$ cat config.mk
export PLATFORM = sky130hd
export DESIGN_NAME = red_pitaya_pwm_sched
export DESIGN_NICKNAME = d
export VERILOG_FILES = /design/src/rtl/red_pitaya_pkg.sv /design/src/rtl/red_pitaya_rr_arb2.sv /design/src/rtl/red_pitaya_pwm_sched.sv
export SDC_FILE = /design/constraint.sdc
export NUM_CORES = 1
export LEC_CHECK = 0
export CORE_ASPECT_RATIO = 0.9
export CORE_UTILIZATION = 40
export CTS_BUF_LIST = sky130_fd_sc_hd__clkbuf_8
export CTS_CLUSTER_SIZE = 25
export DETAILED_ROUTE_END_ITERATION = 8
export GPL_TIMING_DRIVEN = 0
export PLACE_DENSITY = 0.65
export SLEW_MARGIN = 0
export SYNTH_ARGS = -nofsm -noshare
export SYNTH_HDL_FRONTEND = slang
export SYNTH_HIERARCHICAL = 1
export SYNTH_SLANG_ARGS = --single-unit
$ cat constraint.sdc
create_clock -name dac_2clk_i -period 11.4 [get_ports dac_2clk_i]
set_input_delay 3.42 -clock dac_2clk_i [delete_from_list [all_inputs] [get_ports dac_2clk_i]]
set_output_delay 3.42 -clock dac_2clk_i [all_outputs]
set_load 0.05 [all_outputs]
$ cat src/rtl/red_pitaya_pkg.sv
// Shared constants and types for the slow-DAC PWM update scheduler.
package red_pitaya_pkg;

    localparam int unsigned PWM_FULL_DEF = 156;
    localparam int unsigned PWM_DW       = 24;
    localparam int unsigned PWM_INT_W    = 8;
    localparam int unsigned PWM_DITH_W   = PWM_DW - PWM_INT_W;
    localparam int unsigned PWM_CH_N     = 4;
    localparam int unsigned N_REQ        = 2;
    localparam int unsigned CNT_W        = 16;

    typedef enum logic [1:0] {
        CH_A = 2'd0,
        CH_B = 2'd1,
        CH_C = 2'd2,
        CH_D = 2'd3
    } pwm_chan_e;

    typedef enum logic {
        ST_IDLE = 1'b0,
        ST_ACK  = 1'b1
    } sched_state_e;

endpackage

$ cat src/rtl/red_pitaya_rr_arb2.sv
// Two-way round-robin arbiter: combinational grant, registered preference pointer.
module red_pitaya_rr_arb2 (
    input  logic       clk,
    input  logic       rst,
    input  logic       en_i,
    input  logic [1:0] req_i,
    output logic       gnt_vld_c,
    output logic       gnt_idx_c
);

    logic rr_q;
    logic rr_d;

    // Pick the preferred requester on contention, otherwise the only one asking.
    always_comb begin
        gnt_vld_c = |req_i;
        gnt_idx_c = 1'b0;
        rr_d      = rr_q;
        if (req_i == 2'b11) begin
            gnt_idx_c = rr_q;
        end else begin
            gnt_idx_c = req_i[1];
        end
        if (en_i && gnt_vld_c) begin
            rr_d = ~gnt_idx_c;
        end
    end

    // Preference pointer register.
    always_ff @(posedge clk or posedge rst) begin
        if (rst) begin
            rr_q <= 1'b0;
        end else begin
            rr_q <= rr_d;
        end
    end

endmodule

$ cat src/rtl/red_pitaya_pwm_sched.sv
// Slow-DAC update scheduler: arbitrated writes into per-channel shadows,
// committed to the PWM generator only on its sync pulse.
module red_pitaya_pwm_sched
    import red_pitaya_pkg::*;
#(
    parameter int unsigned PWM_FULL = PWM_FULL_DEF,
    parameter int unsigned DW       = PWM_DW
) (
    input  logic             dac_2clk_i,
    input  logic             dac_rst_i,
    input  logic             pwm_sync_i,
    input  logic [1:0]       req_i,
    input  logic [1:0]       chan0_i,
    input  logic [1:0]       chan1_i,
    input  logic [DW-1:0]    dat0_i,
    input  logic [DW-1:0]    dat1_i,
    output logic [1:0]       ack_o,
    output logic [DW-1:0]    dac_pwm_a_o,
    output logic [DW-1:0]    dac_pwm_b_o,
    output logic [DW-1:0]    dac_pwm_c_o,
    output logic [DW-1:0]    dac_pwm_d_o,
    output logic [3:0]       pend_o,
    output logic [3:0]       ovr_o,
    input  logic             ovr_clr_i,
    output logic [CNT_W-1:0] commit_cnt_o
);

    localparam int unsigned DITH_W = DW - PWM_INT_W;
    localparam logic [PWM_INT_W-1:0] FULL_INT = PWM_INT_W'(PWM_FULL);

    sched_state_e        state_q, state_d;
    logic [N_REQ-1:0]    ack_q, ack_d;
    logic [DW-1:0]       shadow_q [PWM_CH_N];
    logic [DW-1:0]       shadow_d [PWM_CH_N];
    logic [DW-1:0]       out_q    [PWM_CH_N];
    logic [DW-1:0]       out_d    [PWM_CH_N];
    logic [PWM_CH_N-1:0] pend_q, pend_d;
    logic [PWM_CH_N-1:0] ovr_q, ovr_d;
    logic [CNT_W-1:0]    cnt_q, cnt_d;

    logic                arb_en_c;
    logic                gnt_vld_c;
    logic                gnt_idx_c;
    logic                wr_en_c;
    pwm_chan_e           wr_ch_c;
    logic [DW-1:0]       wr_dat_c;
    logic [DW-1:0]       wr_val_c;
    logic [PWM_CH_N-1:0] wr_mask_c;
    logic [PWM_CH_N-1:0] commit_mask_c;
    logic [PWM_CH_N-1:0] ovr_set_c;

    assign arb_en_c = (state_q == ST_IDLE);

    red_pitaya_rr_arb2 u_arb (
        .clk       (dac_2clk_i),
        .rst       (dac_rst_i),
        .en_i      (arb_en_c),
        .req_i     (req_i),
        .gnt_vld_c (gnt_vld_c),
        .gnt_idx_c (gnt_idx_c)
    );

    // Select the granted requester's channel/value and clamp to full scale.
    always_comb begin
        wr_ch_c  = pwm_chan_e'(gnt_idx_c ? chan1_i : chan0_i);
        wr_dat_c = gnt_idx_c ? dat1_i : dat0_i;
        wr_val_c = wr_dat_c;
        if (wr_dat_c[DW-1 -: PWM_INT_W] >= FULL_INT) begin
            wr_val_c = {FULL_INT, DITH_W'(0)};
        end
    end

    // Handshake FSM: grant in IDLE, hold off new grants during the ack cycle.
    always_comb begin
        state_d = state_q;
        ack_d   = '0;
        wr_en_c = 1'b0;
        case (state_q)
            ST_IDLE: begin
                if (gnt_vld_c) begin
                    wr_en_c            = 1'b1;
                    ack_d[gnt_idx_c]   = 1'b1;
                    state_d            = ST_ACK;
                end
            end
            ST_ACK:  state_d = ST_IDLE;
            default: state_d = ST_IDLE;
        endcase
    end

    // Shadow write, sync commit (old shadow wins on collision) and status.
    always_comb begin
        wr_mask_c     = wr_en_c ? (PWM_CH_N'(1) << wr_ch_c) : '0;
        commit_mask_c = pwm_sync_i ? pend_q : '0;
        ovr_set_c     = wr_mask_c & pend_q & ~commit_mask_c;
        pend_d        = (pend_q & ~commit_mask_c) | wr_mask_c;
        ovr_d         = (ovr_clr_i ? '0 : ovr_q) | ovr_set_c;
        cnt_d         = cnt_q + CNT_W'(|commit_mask_c);
        for (int i = 0; i < PWM_CH_N; i++) begin
            shadow_d[i] = wr_mask_c[i]     ? wr_val_c    : shadow_q[i];
            out_d[i]    = commit_mask_c[i] ? shadow_q[i] : out_q[i];
        end
    end

    // All state and output registers.
    always_ff @(posedge dac_2clk_i or posedge dac_rst_i) begin
        if (dac_rst_i) begin
            state_q <= ST_IDLE;
            ack_q   <= '0;
            pend_q  <= '0;
            ovr_q   <= '0;
            cnt_q   <= '0;
            for (int i = 0; i < PWM_CH_N; i++) begin
                shadow_q[i] <= '0;
                out_q[i]    <= '0;
            end
        end else begin
            state_q <= state_d;
            ack_q   <= ack_d;
            pend_q  <= pend_d;
            ovr_q   <= ovr_d;
            cnt_q   <= cnt_d;
            for (int i = 0; i < PWM_CH_N; i++) begin
                shadow_q[i] <= shadow_d[i];
                out_q[i]    <= out_d[i];
            end
        end
    end

    assign ack_o        = ack_q;
    assign pend_o       = pend_q;
    assign ovr_o        = ovr_q;
    assign commit_cnt_o = cnt_q;
    assign dac_pwm_a_o  = out_q[CH_A];
    assign dac_pwm_b_o  = out_q[CH_B];
    assign dac_pwm_c_o  = out_q[CH_C];
    assign dac_pwm_d_o  = out_q[CH_D];

endmodule
==> reports/metrics.cfg <==
[setup_path]
critPathCaptureType = flop
critical_path_arrival_ns = 5.78
r2r_cells = 9
cp.required_ns = 11.84
crit_type = in -> reg
cp-start-kind = primary input
crit_fanout = 10

[timing]
finalSetupViolCount = 0
worst_slew_pin_slew_ns = 0.713
maxSlewViolCount = 0
finalCritPeriodShare_pct = 46.9
rsz0062_at_grt = false
slew_headroom_pct = 52.4
skew_ns = 0.0133
fin_ws_ns = 6.06
post-route-min-period_ns = 5.34
finalHoldViolCount = 0
hold_ws_ns = 0.473
clock.fmax_ghz = 0.187

[clock_network]
cts-root-buf = clkbuf_8
postCtsHoldBufs = 0
htree_num_levels = 2
cts-resized-gates = 0
clk-insertion-delay-late_ns = 0.52
path_clk_slew_ns = 0.05
cts_tree = done
cts-buffers-inserted = 37
cts_sinks = 220
cts_buffer_depth = 3
post-cts-setup-buffers = 0

[power]
clock_power_share_pct = 19.5
p_switching_mw = 1.40
total_power_mw = 3.41
pwr-share-comb_pct = 43.4
power_frac_seq_pct = 37.1
internal-power_mw = 2.01
leakagePower_nw = 5.20
peakVddDrop_mv = 0.216
power_density_nw_per_um2 = 296
swShare_pct = 41.1

[final_layout]
drive_above_1_share_pct = 26.7
area_delta_synth_final_pct = 33.3
layout.cells.non_filler = 1098
multi_input_area_sq_um = 2890
nFillCells = 1739
nets = 851
antennaDiodeCount = 0
ff_latch_area_sq_um = 5510

[floorplanning]
die_y_microns = 141
rows = 50
io_pins = 180
die_x_microns = 157
coreArea_sq_um = 21000
start_util_pct = 41.2
die-area_sq_um = 22200

[global_routing]
overflow = 0
grt_pass1_vias = 6022
grtUsageMet1_pct = 26.7
use_met2_pct = 32.4
grt_pass1_wl_microns = 33900
grt.met3_usage_pct = 5.25
grtUsageTotal_pct = 20.2
busiest_layer = met2
grt_max_degree = 131
antenna_found_initial = 0

[synth]
yosysUniqueCellTypes = 38
synth.top_cell.area_share_pct = 63.8
yosys_warnings = 6
yosys-top-cells-count = dfrtp_1, mux2_2, a22o_1
synthCells = 572
synth_most_common_cell = dfrtp_1
synth_seq_cells = 220
synthArstFlopShare_pct = 100
synth_edf_count = 0
synth_flop_cell = dfrtp_1
netlist_area_sq_um = 8630
syn_avg_cell_area_sq_um = 15.1
synth.area.top_cells = dfrtp_1, mux2_2, a22o_1, buf_6, xnor2_1
syn-num-nets = 633
synth_area_leader_cell = dfrtp_1
yosysSeqAreaShare_pct = 63.8

[placed_design]
port_buffers = 178
place_inst = 1037
dp_hpwl_microns = 15000
dp_slack_ns = 5.52
gp_congestion = 0.772

[routing]
postRouteAntennaNets = 0
drt-pass1-iter-count = 4
routed_wl_microns = 21600
drc = 0
num_vias = 5615
wire_per_inst_microns = 19.7
routed_via_density = 5.11
initialDrtViolationCount = 242

[run_status]
status = completed

[hold_path]
whs_path_depth = 1
holdCritPathClass = reg -> reg

[run]
cap_viol_max_count = 0

[path summary, 6_finish.rpt]
kind	endpoint	start	slack [ns]
max	commit_cnt_o[12]	pwm_sync_i	6.06
min	commit_cnt_o[15]	commit_cnt_o[15]	0.47
max reg2reg	commit_cnt_o[12]	pend_o[3]	8.78
min reg2reg	commit_cnt_o[15]	commit_cnt_o[15]	0.47
max in group asynchronous	dac_pwm_d_o[7]	dac_rst_i	6.90
min in group asynchronous	u_arb/rr_q	dac_rst_i	3.20
[sequential cells by signal (all words and copies together) (netlist names)]
| register | cells |
|---|---|
| ovr_o | 4 |
| pend_o | 4 |
| state_q | 1 |
| ack_o | 2 |
| dac_pwm_a_o | 24 |
| commit_cnt_o | 16 |
| dac_pwm_b_o | 24 |
| u_arb/rr_q | 1 |
| dac_pwm_d_o | 24 |
| dac_pwm_c_o | 24 |
| shadow_q | 96 |
[stage by stage]
step / setup TNS, ns / util, % / instance area [sq um]
after floorplan: 0 / - / 8630
after global placement: -63.63 / 51.4 / 10800
after detailed placement: 0 / 51.5 / 10800
after CTS: 0 / 54.8 / 11500
after global routing: 0 / 54.8 / 11500
final: 0 / 54.8 / 11500
[final cells by class]
class                      count  area share (%)
sequential                   220            47.9
multi-input combinational    314            25.1
timing repair buffer         179            15.7
clock buffer                  46            5.51
tap                          286            3.11
buffer                        30            1.76
clock inverter                15           0.533
inverter                       8           0.327
[worst max-delay path, cell delays in order]
cell	delay (ns)
clkbuf_1	0.24
nand2_1	0.42
buf_2	0.36
nand4_1	0.19
ha_1	0.22
ha_1	0.22
and4_1	0.31
nand4_1	0.12
nor2_1	0.13
xor2_1	0.15
[power by group through the flow]
stage / sequential, mW / clock [mW] / combinational [mW]
after floorplan: 1.88 / 0 / 0.346
after global placement: 1.26 / 0 / 1.46
after detailed placement: 1.28 / 0 / 1.49
after CTS: 1.27 / 0.683 / 1.49
after global routing: 1.30 / 0.719 / 1.54
final: 1.26 / 0.665 / 1.48
[placed cells by master, fill, tap and decap left out, types with 4 or more instances in the layout]
cell type	count
clkdlybuf4s50_1	178
o22ai_1	4
inv_1	21
dfrtp_1	220
nor2_1	5
nor2b_1	5
nand3_1	5
nand3_2	4
clkbuf_8	46
buf_6	9
nand2b_1	4
a22o_1	72
a21oi_4	4
xnor2_1	10
o21ai_0	12
nand4_1	8
xor2_1	4
clkbuf_1	5
nand2_1	22
mux2_2	128
buf_2	14
[metal layers]
metal | vias up | wire length [microns]
li1 | 2513 | -
met1 | 2892 | 9510
met2 | 180 | 10400
met3 | 30 | 1330
met4 | 0 | 347
met5 | - | 0
[logic make-up (layout without fill, tap and decap cells)]
family                   Yosys count  after routing  synth area share [%]
AO/OA/AOI/OAI                     99             99                  9.79
XOR/XNOR                          14             14                  1.42
adder cells (fa/ha/maj)            3              3                 0.435
buffers and inverters             38            278                  2.70
flip-flops                       220            220                  63.8
multiplexers                     134            134                  17.6
AND/OR/NAND/NOR                   64             64                  4.24
No activity file was read; power rests on OpenSTA's default activity.
